--- config.mk ---
export PLATFORM = sky130hd
export DESIGN_NAME = hazard_ctrl_flat
export DESIGN_NICKNAME = d
export VERILOG_FILES = /design/src/rtl/hazard_ctrl_if.sv /design/src/rtl/hazard_ctrl.sv /design/src/flat_wrapper.sv
export SDC_FILE = /design/constraint.sdc
export NUM_CORES = 1
export LEC_CHECK = 0
export ABC_AREA = 0
export CAP_MARGIN = 20
export CORE_MARGIN = 1
export CORE_UTILIZATION = 36
export CTS_CLUSTER_SIZE = 40
export DETAILED_ROUTE_END_ITERATION = 6
export PLACE_DENSITY_LB_ADDON = 0.15
export RECOVER_POWER = 50
export SLEW_MARGIN = 40
export SYNTH_ARGS = -nofsm -noshare
export SYNTH_HDL_FRONTEND = slang
export SYNTH_SLANG_ARGS = --single-unit
--- constraint.sdc ---
create_clock -name clk -period 3.6 [get_ports clk]
set_input_delay 0.9 -clock clk [delete_from_list [all_inputs] [get_ports clk]]
set_output_delay 0.9 -clock clk [all_outputs]
set_load 0.05 [all_outputs]
--- src/rtl/hazard_ctrl_if.sv ---
// rtl/hazard_ctrl_if.sv - hazard controller <-> pipeline register interface
//
// Groups the ID/EX instruction fields the hazard controller inspects with the
// enable/flush controls it drives into the PC and pipeline registers.
//   master : hazard controller side (reads ID/EX fields, drives enables/flushes)
//   slave  : pipeline side (supplies ID/EX fields, consumes enables/flushes)
interface hazard_ctrl_if;
    logic [4:0] id_rs1;
    logic [4:0] id_rs2;
    logic       id_uses_rs1;
    logic       id_uses_rs2;
    logic [4:0] ex_rd;
    logic       ex_MR;
    logic       ex_is_muldiv;
    logic       ex_branch_taken;
    logic       pc_en;
    logic       if_id_en;
    logic       if_id_flush;
    logic       id_ex_en;
    logic       id_ex_flush;

    modport master (
        input  id_rs1, id_rs2, id_uses_rs1, id_uses_rs2,
        input  ex_rd, ex_MR, ex_is_muldiv, ex_branch_taken,
        output pc_en, if_id_en, if_id_flush, id_ex_en, id_ex_flush
    );

    modport slave (
        output id_rs1, id_rs2, id_uses_rs1, id_uses_rs2,
        output ex_rd, ex_MR, ex_is_muldiv, ex_branch_taken,
        input  pc_en, if_id_en, if_id_flush, id_ex_en, id_ex_flush
    );
endinterface

--- src/rtl/hazard_ctrl.sv ---
// rtl/hazard_ctrl.sv - pipeline hazard controller (load-use, branch flush, mul/div hold)
//
// Purpose: compares the ID instruction against the EX instruction and drives
// the PC enable and the IF/ID, ID/EX enable/flush pairs. Outputs are
// combinational from state and inputs (zero decision latency).
// Ports:
//   clk            clock
//   rst            synchronous active-high reset
//   hz             hazard_ctrl_if.master: ID/EX fields in, enables/flushes out
//   md_busy_o      a mul/div is being held in EX (includes release cycle)
//   stall_cycles_o cycles with pc_en=0 (saturating perf counter)
//   flush_count_o  taken-branch flushes issued (saturating perf counter)
// Configuration: define HAZARD_PERF_EN to build the perf counters; otherwise
// both counter outputs are tied to zero.
module hazard_ctrl #(
    parameter int MULDIV_CYCLES = 32,
    parameter int CNT_W         = 32
) (
    input  logic              clk,
    input  logic              rst,
    hazard_ctrl_if.master     hz,
    output logic              md_busy_o,
    output logic [CNT_W-1:0]  stall_cycles_o,
    output logic [CNT_W-1:0]  flush_count_o
);

    typedef enum logic [0:0] {RUN, MD_BUSY} state_t;

    // The RUN-state hold cycle is the first of MULDIV_CYCLES, and the release
    // cycle is the last, so the counter covers the MULDIV_CYCLES-2 in between.
    localparam bit         MD_STALLS = (MULDIV_CYCLES > 1);
    localparam int         MD_LOAD_I = MD_STALLS ? (MULDIV_CYCLES - 2) : 0;
    localparam logic [7:0] MD_LOAD   = MD_LOAD_I[7:0];

    state_t     state_q, state_d;
    logic [7:0] md_cnt_q, md_cnt_d;

    logic load_use;
    logic md_start;
    logic branch_flush;

    always_comb begin
        load_use = hz.ex_MR && (hz.ex_rd != 5'd0) &&
                   ((hz.id_uses_rs1 && (hz.id_rs1 == hz.ex_rd)) ||
                    (hz.id_uses_rs2 && (hz.id_rs2 == hz.ex_rd)));
        md_start = MD_STALLS && hz.ex_is_muldiv;
    end

    always_comb begin
        hz.pc_en       = 1'b1;
        hz.if_id_en    = 1'b1;
        hz.if_id_flush = 1'b0;
        hz.id_ex_en    = 1'b1;
        hz.id_ex_flush = 1'b0;
        md_busy_o      = 1'b0;
        branch_flush   = 1'b0;
        state_d        = state_q;
        md_cnt_d       = md_cnt_q;

        if (rst) begin
            hz.pc_en       = 1'b0;
            hz.if_id_en    = 1'b0;
            hz.id_ex_en    = 1'b0;
            hz.if_id_flush = 1'b1;
            hz.id_ex_flush = 1'b1;
            state_d        = RUN;
            md_cnt_d       = 8'd0;
        end else if (state_q == MD_BUSY) begin
            // Branch and load-use inputs are ignored while the mul/div owns EX.
            md_busy_o = 1'b1;
            if (md_cnt_q != 8'd0) begin
                hz.pc_en    = 1'b0;
                hz.if_id_en = 1'b0;
                hz.id_ex_en = 1'b0;
                md_cnt_d    = md_cnt_q - 8'd1;
            end else begin
                state_d = RUN;
            end
        end else if (md_start) begin
            hz.pc_en    = 1'b0;
            hz.if_id_en = 1'b0;
            hz.id_ex_en = 1'b0;
            md_busy_o   = 1'b1;
            state_d     = MD_BUSY;
            md_cnt_d    = MD_LOAD;
        end else if (hz.ex_branch_taken) begin
            hz.if_id_flush = 1'b1;
            hz.id_ex_flush = 1'b1;
            branch_flush   = 1'b1;
        end else if (load_use) begin
            // Freeze PC and IF/ID, let ID/EX load a bubble.
            hz.pc_en       = 1'b0;
            hz.if_id_en    = 1'b0;
            hz.id_ex_flush = 1'b1;
        end
    end

    always_ff @(posedge clk) begin
        state_q  <= state_d;
        md_cnt_q <= md_cnt_d;
    end

`ifdef HAZARD_PERF_EN
    logic [CNT_W-1:0] stall_cycles_q;
    logic [CNT_W-1:0] flush_count_q;

    always_ff @(posedge clk) begin
        if (rst) begin
            stall_cycles_q <= '0;
            flush_count_q  <= '0;
        end else begin
            if (!hz.pc_en && (stall_cycles_q != '1))
                stall_cycles_q <= stall_cycles_q + CNT_W'(1);
            if (branch_flush && (flush_count_q != '1))
                flush_count_q <= flush_count_q + CNT_W'(1);
        end
    end

    assign stall_cycles_o = stall_cycles_q;
    assign flush_count_o  = flush_count_q;
`else
    assign stall_cycles_o = '0;
    assign flush_count_o  = '0;
`endif

endmodule

--- src/flat_wrapper.sv ---
// flat-port wrapper written by rule: the top's interface ports become plain ports
module hazard_ctrl_flat 
#(
    parameter int MULDIV_CYCLES = 32,
    parameter int CNT_W         = 32
)
  (clk, rst, md_busy_o, stall_cycles_o, flush_count_o, hz_id_rs1, hz_id_rs2, hz_id_uses_rs1, hz_id_uses_rs2, hz_ex_rd, hz_ex_MR, hz_ex_is_muldiv, hz_ex_branch_taken, hz_pc_en, hz_if_id_en, hz_if_id_flush, hz_id_ex_en, hz_id_ex_flush);
  hazard_ctrl_if hz_i ();
  input  logic clk;
  input  logic rst;
  output logic md_busy_o;
  output logic [CNT_W-1:0] stall_cycles_o;
  output logic [CNT_W-1:0] flush_count_o;
  input wire logic [$bits(hz_i.id_rs1)-1:0] hz_id_rs1;
  input wire logic [$bits(hz_i.id_rs2)-1:0] hz_id_rs2;
  input wire logic [$bits(hz_i.id_uses_rs1)-1:0] hz_id_uses_rs1;
  input wire logic [$bits(hz_i.id_uses_rs2)-1:0] hz_id_uses_rs2;
  input wire logic [$bits(hz_i.ex_rd)-1:0] hz_ex_rd;
  input wire logic [$bits(hz_i.ex_MR)-1:0] hz_ex_MR;
  input wire logic [$bits(hz_i.ex_is_muldiv)-1:0] hz_ex_is_muldiv;
  input wire logic [$bits(hz_i.ex_branch_taken)-1:0] hz_ex_branch_taken;
  output wire logic [$bits(hz_i.pc_en)-1:0] hz_pc_en;
  output wire logic [$bits(hz_i.if_id_en)-1:0] hz_if_id_en;
  output wire logic [$bits(hz_i.if_id_flush)-1:0] hz_if_id_flush;
  output wire logic [$bits(hz_i.id_ex_en)-1:0] hz_id_ex_en;
  output wire logic [$bits(hz_i.id_ex_flush)-1:0] hz_id_ex_flush;
  assign hz_i.id_rs1 = hz_id_rs1;
  assign hz_i.id_rs2 = hz_id_rs2;
  assign hz_i.id_uses_rs1 = hz_id_uses_rs1;
  assign hz_i.id_uses_rs2 = hz_id_uses_rs2;
  assign hz_i.ex_rd = hz_ex_rd;
  assign hz_i.ex_MR = hz_ex_MR;
  assign hz_i.ex_is_muldiv = hz_ex_is_muldiv;
  assign hz_i.ex_branch_taken = hz_ex_branch_taken;
  assign hz_pc_en = hz_i.pc_en;
  assign hz_if_id_en = hz_i.if_id_en;
  assign hz_if_id_flush = hz_i.if_id_flush;
  assign hz_id_ex_en = hz_i.id_ex_en;
  assign hz_id_ex_flush = hz_i.id_ex_flush;
  hazard_ctrl #(.MULDIV_CYCLES(MULDIV_CYCLES), .CNT_W(CNT_W)) u_core (.clk(clk), .rst(rst), .hz(hz_i), .md_busy_o(md_busy_o), .stall_cycles_o(stall_cycles_o), .flush_count_o(flush_count_o));
endmodule
## Word level (Yosys, flattened, before mapping)

Index checks and enable logic that the tools add are counted.

| storage, ports and cells | value |
|---|---|
| bits of input ports | 22 |
| logic and storage cells | 41 |
| register bits | 9 |

| cells by class | value |
|---|---|
| add/sub/neg operators | 1 |
| reductions and logical operators | 9 |
| muxes and demuxes | 26 |
| equality and inequality tests | 3 |

Operator list:

| operator | count |
|---|---|
| $mux 8 | 3 |
| $mux 1 | 23 |
| $eq 5x5->1 | 2 |
| $reduce_bool 8->1 | 1 |
| $sub 8x1->8 const B | 1 |
| $reduce_bool 5->1 | 1 |
| $logic_and 1x1->1 | 4 |
| $ne 2x2->1 const B | 1 |
| $reduce_and 2->1 | 1 |
| $reduce_bool 2->1 | 1 |
| $logic_or 1x1->1 | 1 |

## Logic depth before layout (Yosys ltp)

Gate-level depths: netlist of the first run.

| depth | value |
|---|---|
| word-level depth | 9 |
| mapped depth | 7 |
| depth with buffers taken out | 6 |

## Worst setup path after synthesis of the first run

OpenSTA, ideal clock, no wires.

| timing path | value |
|---|---|
| path kind | input to output |
| from | input port hz_ex_is_muldiv |
| to | output port hz_pc_en |
| data required time | 2.700 ns |
| path buffers | 1 |
| stages | 5 |
| arrival time | 2.932 ns |
| path slack | -0.232 ns |
| path through | nor2_1 -> a31o_4 -> nor2b_1 -> o41a_1 -> buf_4 |

| between the ends | value |
|---|---|
| cells in the longest elaborated chain, start to end | 3 |

Ends and longest elaborated chain:

| item | line | source |
|---|---|---|
| from (decl) | flat_wrapper.sv:20 | `input wire logic [$bits(hz_i.ex_is_muldiv)-1:0] hz_ex_is_muldiv;` |
| $mux 1 (3 in series) | - |  |
| to (decl) | flat_wrapper.sv:22 | `output wire logic [$bits(hz_i.pc_en)-1:0] hz_pc_en;` |

Every way passes these cells.

## Worst setup path in the final report of the first run

| timing path | value |
|---|---|
| from | input port hz_ex_rd[4] |
| to | output port hz_if_id_en |

| between the ends | value |
|---|---|
| cells in the longest elaborated chain, start to end | 9 |

Ends and longest elaborated chain:

| item | line | source |
|---|---|---|
| from (decl) | flat_wrapper.sv:18 | `input wire logic [$bits(hz_i.ex_rd)-1:0] hz_ex_rd;` |
| $eq 5x5->1, on equally long branches | hazard_ctrl.sv:44, hazard_ctrl.sv:45 |  |
| $logic_and 1x1->1, on equally long branches | hazard_ctrl.sv:44, hazard_ctrl.sv:45 |  |
| $logic_or 1x1->1 | hazard_ctrl.sv:44 | `((hz.id_uses_rs1 && (hz.id_rs1 == hz.ex_rd)) \|\|` |
| $logic_and 1x1->1 * | hazard_ctrl.sv:43 | `load_use = hz.ex_MR && (hz.ex_rd != 5'd0) &&` |
| $mux 1 * | hazard_ctrl.sv:90 | `end else if (load_use) begin` |
| $mux 1 * | hazard_ctrl.sv:86 | `end else if (hz.ex_branch_taken) begin` |
| $mux 1 * | hazard_ctrl.sv:79 | `end else if (md_start) begin` |
| $mux 1 * | hazard_ctrl.sv:68 | `end else if (state_q == MD_BUSY) begin` |
| $mux 1 * | hazard_ctrl.sv:60 | `if (rst) begin` |
| to (decl) | flat_wrapper.sv:23 | `output wire logic [$bits(hz_i.if_id_en)-1:0] hz_if_id_en;` |

Every way passes the cells marked *; elsewhere a longest branch is shown, timed or not.

==> results of run 1 <==
==> worst min path at each step <==
stage	startpoint	to	slack (ns)	cells past startpoint
CTS	u_core.md_cnt_q[1]	u_core.md_cnt_q[1]	0.50	2
floorplan	u_core.md_cnt_q[1]	u_core.md_cnt_q[1]	0.47	2
global placement	u_core.md_cnt_q[1]	u_core.md_cnt_q[1]	0.47	2
finish	u_core.md_cnt_q[1]	u_core.md_cnt_q[1]	0.51	2
detailed placement	u_core.md_cnt_q[1]	u_core.md_cnt_q[1]	0.49	2
global route	u_core.md_cnt_q[1]	u_core.md_cnt_q[1]	0.54	2
==> layout make-up <==
| class | instances | share of cell area, % |
|---|---|---|
| clock buffers | 3 | 1.74 |
| inverters | 4 | 1.16 |
| clock inverters | 1 | 0.387 |
| repair buffers | 30 | 24.9 |
| well taps | 44 | 4.26 |
| multi-input cells | 126 | 53.7 |
| flip-flops and latches | 9 | 13.9 |
==> logic make-up (layout without fill, tap and decap cells) <==
family,Yosys count,in the layout,share of synthesized area [%]
AO/OA/AOI/OAI,21,21,13.5
XOR/XNOR,10,10,7.63
adder cells (fa/ha/maj),1,1,1.09
buffers and inverters,71,38,45.1
flip-flops,9,9,15.7
multiplexers,2,2,1.74
other,1,64,0.327
AND/OR/NAND/NOR,28,28,14.8
==> routing by layer <==
layer,GRT usage (%),wire (um),up-vias
met5,0,0,-
met4,4.42,14,0
met3,3.74,219,2
met2,22.2,1110,53
met1,11.2,689,392
li1,-,-,409
==> what timing repair did <==
item	CTS	global route
gates cloned	0	0
gates resized for setup	2	3
setup endpoints to repair	2	3
pin swaps	3	1
==> power by group through the flow <==
stage | combinational [uW] | sequential (uW) | clock, uW
3_5_place_dp | 291 | 123 | 0
3_3_place_gp | 288 | 122 | 0
4_1_cts | 290 | 120 | 81.2
5_1_grt | 305 | 122 | 88.3
2_1_floorplan | 289 | 118 | 0
6_report | 290 | 120 | 79.7
==> worst min-delay path, stage by stage (launching register included) <==
cell,delay [ns]
dfxtp_1,0.31
inv_1,0.07
a221oi_1,0.08
==> synth_stat cells <==
cell type	count	share of area [%]
buf_4	65	43
nand2_1	3	0.98
ha_1	1	1.1
xnor2_1	2	1.5
conb_1	1	0.33
a21oi_1	7	3.1
nand4_1	1	0.55
a221oi_2	1	1.3
a31oi_1	1	0.55
o21ai_0	5	2.2
or2b_2	1	0.76
nor2b_1	3	1.6
a31o_4	1	1.5
nor4_1	3	1.6
nor2_1	6	2.0
o31ai_1	1	0.65
and2_0	1	0.55
nor4_2	1	1.1
and3b_4	1	1.1
o31a_1	1	0.76
buf_6	1	0.98
or4_1	2	1.3
a21boi_0	1	0.65
mux2i_1	2	1.7
nor3_1	2	0.87
a32oi_1	1	0.76
or3_1	2	1.1
xor2_1	8	6.1
dfxtp_1	9	16
clkbuf_1	1	0.33
nand3b_1	2	1.3
a211oi_2	1	1.1
inv_1	4	1.3
o41a_1	1	0.98
==> registers in the layout (all words and copies together) (netlist names) <==
| register | flops |
|---|---|
| u_core.md_cnt_q | 8 |
| u_core.state_q | 1 |
==> stage by stage <==
step / instance area (sq um) / std cells / power, uW
after detailed placement: 1270 / 213 / 413
after CTS: 1290 / 217 / 492
final: 1290 / 217 / 490
after global routing: 1290 / 217 / 515
after floorplan: 1390 / 206 / 407
after global placement: 1270 / 213 / 410
==> summary.md, run 1 <==
| Metric | Value |
|---|---|
| Setup TNS | `0 ns` |
| Initial antenna violation count | `0` |
| Worst hold slack | `0.511 ns` |
| Num ports | `92` |
| Fin crit share | `97.3%` |
| Fillcell total | `322` |
| P&R area growth vs syn | `12.8%` |
| Buf/Inv on CP | `2` |
| CTS tree | `done` |
| Crit end category | `primary output` |
| Via density | `3.94` |
| H-tree Lvls | `1` |
| Worst setup SP type | `input port` |
| CP peak stage delay | `0.48 ns` |
| Layout Nets | `197` |
| Die X | `58.5 um` |
| Final HPWL from detailed placement | `1.75 mm` |
| # port buffers | `27` |
| Sequential area share after synthesis | `15.7%` |
| Final number of setup-violating endpoints | `0` |
| Clock-pin transition on the worst setup and hold timing paths | `0.07 ns` |
| Routability cong. | `0.796` |
| Min Tclk post-route | `3.50 ns` |
| Pin count of the biggest net entering global routing | `11` |
| Psw | `267 uW` |
| Starting Density | `37.9%` |
| Worst Setup SP | `hz_ex_rd[4]` |
| DR vias | `856` |
| Vias in the first global route | `729` |
| Worst R2R Path Depth | `6` |
| Netlist Area Pre-Place | `0.00115 sq mm` |
| First-pass iteration count of the detailed router | `4` |
| Seq pwr share | `24.6%` |
| # DRC | `0` |
| Pint | `222 uW` |
| Max-slew headroom | `65.8%` |
| # rows | `20` |
| Avg Inst Size Synth | `8.02 sq um` |
| Commonest non-fill, non-tap cell in the layout | `conb_1` |
| Fin worst setup slack | `0.0982 ns` |
| DR WL/cell | `9.37 um` |
| Critical Path End | `hz_if_id_en` |
| CTS buffer count | `3` |
| Combinational Power Share | `59.1%` |
| Reg2Reg Setup Slack | `1.86 ns` |
| Critical Path, Cell by Cell | `clkdlybuf4s50_1 -> xor2_1 -> nor4_2 -> a32oi_1 -> o41a_1 -> buf_12` |
| Syn Inst Count | `143` |
| First-pass GRT wire length | `3.04 mm` |
| Share of cells above drive strength 1 | `11.6%` |
| Clock power frac | `16.3%` |
| Sequential cell area | `180 sq um` |
| Worst Skew | `0.0120 ns` |
| Number of cells on the critical path | `6` |
| VDD IR max | `110 uV` |
| Postcts setup bufs | `0` |
| Crit Path Max Fanout | `3` |
| Slew @ Worst Pin | `0.510 ns` |
| Worst-skew pair later-pin latency | `0.27 ns` |
| Die area | `0.00342 sq mm` |
| Gr ovfl total | `0` |
| Status | `complete, no violations` |
| Starting DRT DRC Count | `21` |
| Die Span Y | `58.5 um` |
| Layout Utilization | `42.7%` |
| Worst Path Arrival | `2.60 ns` |
| Clock Tree Buf Depth | `2` |
| Final WL | `2.03 mm` |
| Post-synthesis register bit count | `9` |
| Final max-slew violation count | `0` |
| Root Driver | `clkbuf_4` |
| Number of nets with antenna violations after routing | `0` |
| Core ar. | `0.00303 sq mm` |
| Pwr per Cell Area | `379 mW/mm^2` |
| Most frequent cells in the layout | `64 x conb_1, 18 x clkdlybuf4s50_1, 9 x dfxtp_1` |
| Ant. Diodes | `0` |
| Yosys warns | `0` |
| FF-to-FF Start | `u_core.md_cnt_q[0]` |
| CP top delay family | `buffers and inverters` |
| Hold_buf cts | `0` |
| GR Util All Layers | `11.5%` |
| Multi-input combinational cell area | `694 sq um` |
| Fin. Hold Viols | `0` |
| CP Data Required Time | `2.70 ns` |
| Pre-CTS setup slack | `-0.00882 ns` |
| Crit path kind | `in -> out` |
| Max Freq | `0.286 GHz` |
| FF-to-FF End | `u_core.md_cnt_q[5]` |
| RSZ-0062 raised after global routing | `no` |
| Clock Sinks | `9` |
| Worst hold path type | `reg -> reg` |
| Sw Ratio | `54.6%` |
| Max Cap Viol | `0` |
| Distinct cell type count after synthesis | `34` |
| Leakage power | `0.000599 uW` |
| Slowest-stage cell, CP | `o41a_1` |
Note: power is estimated with default switching activity, not from simulation.
==> run 2: changes to the inputs <==
Settings changed: GPL_ROUTABILITY_DRIVEN set to 0, SETUP_SLACK_MARGIN set to 0.3.
==> run 2 against run 1 <==
  * Setup slack improved by 0.26 ns
  * Core utilization is 0.21 points lower
  * Maximum frequency is 7.9% higher
  * Die area stayed put
  * Register-to-register slack got worse by 0.05 ns
  * Wire length is 1.6% lower
  * Largest cell class unchanged
  * Sequential cell count did not move
  * Clock skew is 0.0016 ns lower
  * Count of clock-buffer cells in the layout unchanged
  * Final area fell by 0.48%
  * Combinational power fell by 2%
  * Critical path depth is the same
==> summary.md, run 2 (synthesis gave the netlist of run 1 again) <==
| Metric | Value |
|---|---|
| Status | `complete, no violations` |
| Final WL | `2.00 mm` |
| Reg with most FFs | `u_core.md_cnt_q` |
| Worst Setup SP | `hz_ex_is_muldiv` |
| Pint | `218 uW` |
| Fillcell total | `341` |
| Clock Tree Buf Depth | `2` |
| Worst R2R Path Depth | `6` |
| Slew @ Worst Pin | `0.563 ns` |
| Number of nets with antenna violations after routing | `0` |
| Reg2Reg Setup Slack | `1.81 ns` |
| Critical Path End | `hz_pc_en` |
| Ant. Diodes | `0` |
| Crit Path Max Fanout | `6` |
| Worst hold path type | `reg -> reg` |
| Fin crit share | `90.2%` |
| Most frequent cells in the layout | `64 x conb_1, 9 x dfxtp_1, 7 x xor2_1, 7 x a21oi_1, 6 x clkdlybuf4s50_1` |
| Root Driver | `clkbuf_4` |
| CTS tree | `done` |
| # DRC | `0` |
| Num ports | `92` |
| Pwr per Cell Area | `378 mW/mm^2` |
| Psw | `268 uW` |
| CTS buffer count | `3` |
| Starting DRT DRC Count | `34` |
| Die X | `58.5 um` |
| Crit path kind | `in -> out` |
| Starting Density | `37.9%` |
| Worst Skew | `0.0104 ns` |
| Max FFs per register | `8` |
| Via density | `3.92` |
| Pin count of the biggest net entering global routing | `11` |
| FF-to-FF End | `u_core.md_cnt_q[5]` |
| Hold_buf cts | `0` |
| First-pass GRT wire length | `3.13 mm` |
| Max-slew headroom | `62.2%` |
| Fin. Hold Viols | `0` |
| Worst Hold Path Cells | `2` |
| FF-to-FF Start | `u_core.md_cnt_q[0]` |
| Gr ovfl total | `0` |
| Core ar. | `0.00303 sq mm` |
| Worst hold slack | `0.519 ns` |
| Combinational Power Share | `58.6%` |
| Die Span Y | `58.5 um` |
| Clock-pin transition on the worst setup and hold timing paths | `0.07 ns` |
| Clock power frac | `16.6%` |
| Worst setup SP type | `input port` |
| # port buffers | `27` |
| Max Freq | `0.308 GHz` |
| Seq pwr share | `24.8%` |
| DR WL/cell | `9.22 um` |
| Min Tclk post-route | `3.25 ns` |
| Layout Nets | `197` |
| Setup TNS | `0 ns` |
| Worst-skew pair later-pin latency | `0.27 ns` |
| # rows | `20` |
| Initial antenna violation count | `0` |
| RSZ-0062 raised after global routing | `no` |
| Clock Sinks | `9` |
| GR Util All Layers | `11.7%` |
| Total power | `486 uW` |
| Share of cells above drive strength 1 | `17.9%` |
| Die area | `0.00342 sq mm` |
| P&R area growth vs syn | `12.2%` |
| Vias in the first global route | `766` |
| Biggest regs | `u_core.md_cnt_q x8, u_core.state_q x1` |
| DR vias | `851` |
| VDD IR max | `111 uV` |
| Final max-slew violation count | `0` |
| Commonest non-fill, non-tap cell in the layout | `conb_1` |
| CP Data Required Time | `2.70 ns` |
| Leakage power | `0.000620 uW` |
| First-pass iteration count of the detailed router | `4` |
| H-tree Lvls | `1` |
| Final HPWL from detailed placement | `1.76 mm` |
| Crit end category | `primary output` |
| Final number of setup-violating endpoints | `0` |
| Sw Ratio | `55.2%` |
| Max Cap Viol | `0` |
| Worst Path Arrival | `2.35 ns` |
## run 2: cell count changes in the layout (fill, tap and decap cells not counted), moves of 2 or more
cell	before	now
clkdlybuf4s15_2	0	2
clkbuf_2	0	3
clkdlybuf4s50_1	18	6
buf_2	0	3
clkdlybuf4s15_1	0	3
## run 2: critical path, cell delays in order
cell	delay, ns
clkdlybuf4s50_1	0.43
nor2_2	0.11
a31o_1	0.23
nor2b_4	0.22
o41a_1	0.29
buf_12	0.17
## run 2: repair_timing
item	in CTS	in global routing
endpoints found under the setup margin	3	2
buffers inserted	0	0
pin swaps	8	7
resized for setup	34	10
## run 2: per-layer routing
metal	part of all wire [%]	GRT usage [%]
met4	0.20	4.08
met5	0	0
met1	35	12.1
met2	55	23.0
met3	9.3	2.42
## run 2: through the flow
step                setup slack [ns]  instances  cell area, sq um  utilization [%]
floorplan                     0.0671        206              1390                -
global placement              0.0143        213              1270             42.0
detailed placement            0.0251        213              1270             42.0
CTS                            0.301        217              1310             43.2
global route                   0.269        217              1290             42.5
finish                         0.353        217              1290             42.5
## run 2: cell type report
type	instances	area, sq um	share of cell area [%]
clock buffer	3	22.5	1.75
clock inverter	1	5.00	0.389
inverter	4	15.0	1.17
multi-input combinational	126	713	55.4
sequential	9	180	14.0
tap	44	55.1	4.28
timing repair buffer	30	297	23.0
## run 2: worst min-delay path by stage
stage | startpoint | to
6_report | u_core.md_cnt_q[1] | u_core.md_cnt_q[1]
5_1_grt | u_core.md_cnt_q[1] | u_core.md_cnt_q[1]
4_1_cts | u_core.md_cnt_q[1] | u_core.md_cnt_q[1]
3_5_place_dp | u_core.md_cnt_q[1] | u_core.md_cnt_q[1]
3_3_place_gp | u_core.md_cnt_q[1] | u_core.md_cnt_q[1]
2_1_floorplan | u_core.md_cnt_q[1] | u_core.md_cnt_q[1]
## run 2: power by group through the flow
stage               logic (uW)  clock network [uW]  registers (uW)
global placement           289                   0             122
CTS                        290                84.1             120
finish                     285                80.8             121
detailed placement         290                   0             123
global route               302                89.6             123
floorplan                  289                   0             118
